==> src/rtl/fetch_ctrl_pkg.sv <==
// Shared IFU definitions: fetch state encoding, reset vector default, word alignment helper.
package fetch_ctrl_pkg;

  typedef enum logic [1:0] {
    ST_IDLE = 2'd0,
    ST_REQ  = 2'd1,
    ST_WAIT = 2'd2
  } ifu_state_t;

  localparam logic [31:0] RESET_VEC_DEFAULT = 32'hbfc0_0000;

  function automatic logic [31:0] word_align(input logic [31:0] addr);
    return {addr[31:2], 2'b00};
  endfunction

endpackage

==> src/rtl/redirect_latch.sv <==
// Holds the redirect that arrives while a fetch is in flight, plus the kill flag for that fetch.
// Latency: captured target visible the cycle after capture; merged target is combinational.
// Backpressure: none; an exception always overwrites, a branch never displaces a pending exception.
module redirect_latch
  import fetch_ctrl_pkg::*;
(
  input  logic        clk,
  input  logic        rst,
  input  logic        capture,
  input  logic        clear,
  input  logic        exc_valid,
  input  logic [31:0] exc_target,
  input  logic        br_valid,
  input  logic [31:0] br_target,
  output logic        kill,
  output logic [31:0] redir_target
);

  logic        pend_valid;
  logic        pend_exc;
  logic [31:0] pend_target;

  // Current request merged with whatever is already pending, exception first.
  always_comb begin
    redir_target = pend_target;
    if (exc_valid) begin
      redir_target = word_align(exc_target);
    end else if (pend_valid && pend_exc) begin
      redir_target = pend_target;
    end else if (br_valid) begin
      redir_target = word_align(br_target);
    end
  end

  always_ff @(posedge clk) begin
    if (rst) begin
      kill        <= 1'b0;
      pend_valid  <= 1'b0;
      pend_exc    <= 1'b0;
      pend_target <= 32'h0;
    end else if (clear) begin
      kill       <= 1'b0;
      pend_valid <= 1'b0;
      pend_exc   <= 1'b0;
    end else if (capture && (exc_valid || br_valid)) begin
      kill        <= 1'b1;
      pend_valid  <= 1'b1;
      pend_exc    <= exc_valid || (pend_valid && pend_exc);
      pend_target <= redir_target;
    end
  end

endmodule

==> src/rtl/fetch_ctrl.sv <==
// Instruction fetch controller: one outstanding SRAM-like read, redirect handling, single fetched entry.
// Latency: entry valid the cycle after inst_data_ok; inst_req/inst_addr decode directly from state and pc.
// Backpressure: stall holds the fetched entry and parks the fetcher in IDLE after the next completion.
module fetch_ctrl
  import fetch_ctrl_pkg::*;
#(
  parameter logic [31:0] RESET_VEC = RESET_VEC_DEFAULT
) (
  input  logic        clk,
  input  logic        rst,
  input  logic        stall,
  input  logic        exc_valid,
  input  logic [31:0] exc_target,
  input  logic        br_valid,
  input  logic [31:0] br_target,
  output logic        inst_req,
  output logic [31:0] inst_addr,
  input  logic        inst_addr_ok,
  input  logic        inst_data_ok,
  input  logic [31:0] inst_rdata,
  output logic        if_valid,
  output logic [31:0] if_pc,
  output logic [31:0] if_inst,
  output logic [31:0] pc
);

  ifu_state_t  state;
  ifu_state_t  state_nxt;
  logic [31:0] pc_nxt;
  logic [31:0] redir_target;
  logic        redir;
  logic        kill;
  logic        capture;
  logic        clear;
  logic        load;

  assign redir     = exc_valid || br_valid;
  assign inst_req  = (state == ST_REQ) && !rst;
  assign inst_addr = pc;

  redirect_latch u_redirect_latch (
    .clk          (clk),
    .rst          (rst),
    .capture      (capture),
    .clear        (clear),
    .exc_valid    (exc_valid),
    .exc_target   (exc_target),
    .br_valid     (br_valid),
    .br_target    (br_target),
    .kill         (kill),
    .redir_target (redir_target)
  );

  always_comb begin
    state_nxt = state;
    pc_nxt    = pc;
    capture   = 1'b0;
    clear     = 1'b0;
    load      = 1'b0;
    case (state)
      ST_IDLE: begin
        if (redir) begin
          pc_nxt    = redir_target;
          state_nxt = ST_REQ;
        end else if (!stall) begin
          state_nxt = ST_REQ;
        end
      end
      ST_REQ: begin
        // Once the address is accepted the read cannot be withdrawn, so a redirect only kills it.
        if (inst_addr_ok) begin
          state_nxt = ST_WAIT;
          capture   = redir;
        end else if (redir) begin
          pc_nxt = redir_target;
        end
      end
      ST_WAIT: begin
        if (inst_data_ok) begin
          clear     = 1'b1;
          state_nxt = ST_REQ;
          if (redir || kill) begin
            pc_nxt = redir_target;
          end else begin
            load   = 1'b1;
            pc_nxt = pc + 32'd4;
            if (stall) state_nxt = ST_IDLE;
          end
        end else begin
          capture = redir;
        end
      end
      default: state_nxt = ST_REQ;
    endcase
  end

  always_ff @(posedge clk) begin
    if (rst) begin
      state <= ST_REQ;
      pc    <= RESET_VEC;
    end else begin
      state <= state_nxt;
      pc    <= pc_nxt;
    end
  end

  always_ff @(posedge clk) begin
    if (rst) begin
      if_valid <= 1'b0;
      if_pc    <= 32'h0;
      if_inst  <= 32'h0;
    end else if (load) begin
      if_valid <= 1'b1;
      if_pc    <= pc;
      if_inst  <= inst_rdata;
    end else if (redir || !stall) begin
      if_valid <= 1'b0;
    end
  end

endmodule
==> config.mk <==
export PLATFORM = sky130hd
export DESIGN_NAME = fetch_ctrl
export DESIGN_NICKNAME = d
export VERILOG_FILES = /design/src/rtl/fetch_ctrl_pkg.sv /design/src/rtl/redirect_latch.sv /design/src/rtl/fetch_ctrl.sv
export SDC_FILE = /design/constraint.sdc
export NUM_CORES = 1
export LEC_CHECK = 0
export CAP_MARGIN = 20
export CORE_MARGIN = 5
export CORE_UTILIZATION = 40
export CTS_BUF_LIST = sky130_fd_sc_hd__clkbuf_2 sky130_fd_sc_hd__clkbuf_4 sky130_fd_sc_hd__clkbuf_8
export DETAILED_ROUTE_END_ITERATION = 10
export GPL_TIMING_DRIVEN = 1
export PLACE_DENSITY = 0.7
export SLEW_MARGIN = 20
export SYNTH_ARGS = -nofsm -noshare
export SYNTH_HDL_FRONTEND = slang
export SYNTH_HIERARCHICAL = 1
export SYNTH_SLANG_ARGS = --single-unit
==> constraint.sdc <==
create_clock -name clk -period 3.9 [get_ports clk]
set_input_delay 0.585 -clock clk [delete_from_list [all_inputs] [get_ports clk]]
set_output_delay 0.585 -clock clk [all_outputs]
set_load 0.05 [all_outputs]
==> results_dict.tcl <==
set metrics [dict create \
    routed_wl_um 24140 \
    diodes 0 \
    maxSlewHeadroom_pct 53.42 \
    power_switching_mw 2.517 \
    cts_tree "yes" \
    hold_path_depth 2 \
    grt_pass1_wl_um 38020 \
    routed_via_density 5.637 \
    ir_worst_vdd_v 0.0004533 \
    cts_resized 0 \
    postCtsHoldBufs 0 \
    syn_avg_cell_area_um2 7.354 \
    cts.clk_slew.worst_paths_ns 0.07 \
    r2r_setup_slack_ns 1.30 \
    die_height_um 147.5 \
    synthTopCellsByArea "dfxtp_1 (35%), nand2_1 (13%), a21oi_1 (6.0%)" \
    path_max_fanout 7 \
    grt_pass1_vias 7240 \
    die-area_um2 21770 \
    ant_nets 0 \
    combinationalPowerShare_pct 44.1 \
    setup_viol 0 \
    io_pins 233 \
    synth_top_area_share_pct 35.19 \
    status "finished, final reports clean" \
    htreeDepth 4 \
    synthCells 1029 \
    synth_seq_cells 133 \
    crit_path_start_kind "flop" \
    finalCriticalPeriod_ns 2.691 \
    netlist_area_um2 7567 \
    cts_setup_buffers 0 \
    p_seq_share_pct 34.9 \
    yosysTopAreaCell "dfxtp_1" \
    maxCapViolCount 0 \
    slew_violations 0 \
    drtIter0Drc 596 \
    async_flop_share_pct 0 \
    core_um2 18640 \
    syn-num-nets 1138 \
    rr_endpoint "inst_addr[25]" \
    place_hpwl_um 16440 \
    antenna_found_initial 0 \
    place.gp.congestion 0.8532 \
    hp-class "reg -> reg" \
    route.detailed.wl_per_inst_um 17.13 \
    rr_worst_depth 7 \
    cts_sinks 133 \
    fin_ws_ns 1.209 \
    fmax_mhz 371.6 \
    p_clk_share_pct 21.1 \
    root_buffer "clkbuf_8" \
    switching_share_pct 45.75 \
    numCtsBuffers 17 \
    hold_path_end "if_pc[29]" \
    p_per_area_nw_per_um2 549.1 \
    tightest_slew_ns 0.6987 \
    yosys_most_used_dff "dfxtp_1" \
    grt_usage_pct 21.22 \
    worst_ep_required_time_ns 3.31 \
    clk_latency_ns 0.46 \
    grt_max_degree 80 \
    drc_errors 0 \
    p_int_mw 2.985 \
    min_from "if_pc[29]" \
    syn_to_final_growth_pct 32.41 \
    synth_cell_types 68 \
    drtPass1Iterations 4 \
    arrival_ns 2.11 \
    mostFrequentLayoutCells "nand2_1 (254), clkdlybuf4s50_1 (226), dfxtp_1 (133), a21oi_1 (91), a31oi_1 (63)" \
    clockBufferDepth 2 \
    vias 7942 \
    fp.dieW_um 147.5 \
    place_ws_ns 0.8834 \
    skew_ns 0.01647 \
    finalCritPeriodShare_pct 69.00 \
    num_rows 50 \
    critPathKind "reg -> out" \
    initial_core_util_pct 40.59 \
    tns_ns 0 \
    drive_above_1_share_pct 5.787 \
    holdWs_ns 0.4549 \
    layout_commonest_cell "nand2_1" \
    synth_warnings 6 \
    p_leak_nw 3.336 \
    synth_edf_count 0 \
    r2r_start "state[0]" \
    endpoint_kind "output port" \
    hold_viol 0 \
    port_buffers 228 \
    rsz0062_at_grt "no" \
    ys_seq_area_share_pct 35.19 \
    fin_nets 1272 \
    overflow 0 \
]
cell type report:
cell class	instances	area (µm²)
clock buffers	19	261.5
clock inverters	12	130.1
fillers	1822	8623
inverters	10	38.79
multi-input cells	755	4199
flip-flops and latches	133	2663
well taps	234	292.8
repair buffers	246	2435
state kept, by name, indices dropped and copies added (netlist names):
register / cells
u_redirect_latch/pend_target: 32
if_pc: 32
inst_addr: 32
u_redirect_latch/pend_valid: 1
u_redirect_latch/pend_exc: 1
if_valid: 1
if_inst: 32
state: 2
power by group through the flow:
stage	sequential (mW)	clock, mW	combinational, mW
global route	1.96	1.25	2.59
global placement	1.94	0	2.41
CTS	1.92	1.19	2.43
finish	1.92	1.16	2.42
detailed placement	1.94	0	2.43
floorplan	2.21	0	1.44
worst max-delay path: stages, from the launching register on:
cell	delay, ns
dfxtp_1	0.38
inv_1	0.13
ha_1	0.17
inv_1	0.07
nor2_1	0.10
clkdlybuf4s50_1	0.82
per-layer routing:
layer / GRT usage (%) / part of all wire, % / wire length, µm / vias up
li1: - / - / - / 3920
met1: 27.70 / 44 / 10550 / 3707
met2: 34.73 / 47 / 11440 / 279
met3: 4.782 / 6.8 / 1635 / 36
met4: 7.176 / 2.1 / 519 / 0
met5: 0 / 0 / 0 / -
worst max-delay path by stage:
| stage | start | to | slack (ns) | depth (start not counted) |
|---|---|---|---|---|
| 6_report | state[1] | inst_req | 1.21 | 5 |
| 5_1_grt | state[0] | inst_addr[25] | 1.08 | 7 |
| 4_1_cts | state[1] | inst_req | 1.18 | 5 |
| 3_5_place_dp | br_valid | inst_addr[25] | 0.88 | 6 |
| 3_3_place_gp | br_valid | inst_addr[30] | 0.91 | 6 |
| 2_1_floorplan | rst | inst_req | 1.49 | 4 |
synth_stat cells (all sizes together), types with 8 or more instances:
master and n:
nor2 59, a221o 31, nor3 11, nand3b 30
clkbuf 69, dfxtp 133, buf 62, o21ai 50
and3 8, nand2 255, a31oi 63, inv 9
nand3 18, nand4 14, o211ai 32, a21oi 91
stage by stage:
step	instances	area [µm²]	total power, mW	util [%]
final	1409	10020	5.501	53.75
after global routing	1409	10020	5.802	53.75
after CTS	1409	10020	5.544	53.75
after detailed placement	1378	9628	4.371	51.64
after global placement	1378	9628	4.353	51.64
after floorplan	1029	7567	3.659	-
cells by family (layout without fill, tap and decap cells):
kind of cell               count (synthesis)  after routing  share of synthesized area (%)
AOI/OAI and AO/OA                        309            309                          26.70
adders and majority gates                  6              6                         0.9920
buffers and inverters                    141            287                          9.656
DFF                                      133            133                          35.19
muxes                                      4              4                         0.5291
and+or+nand+nor                          436            436                          26.93
No activity file was read; power rests on OpenSTA's default activity.
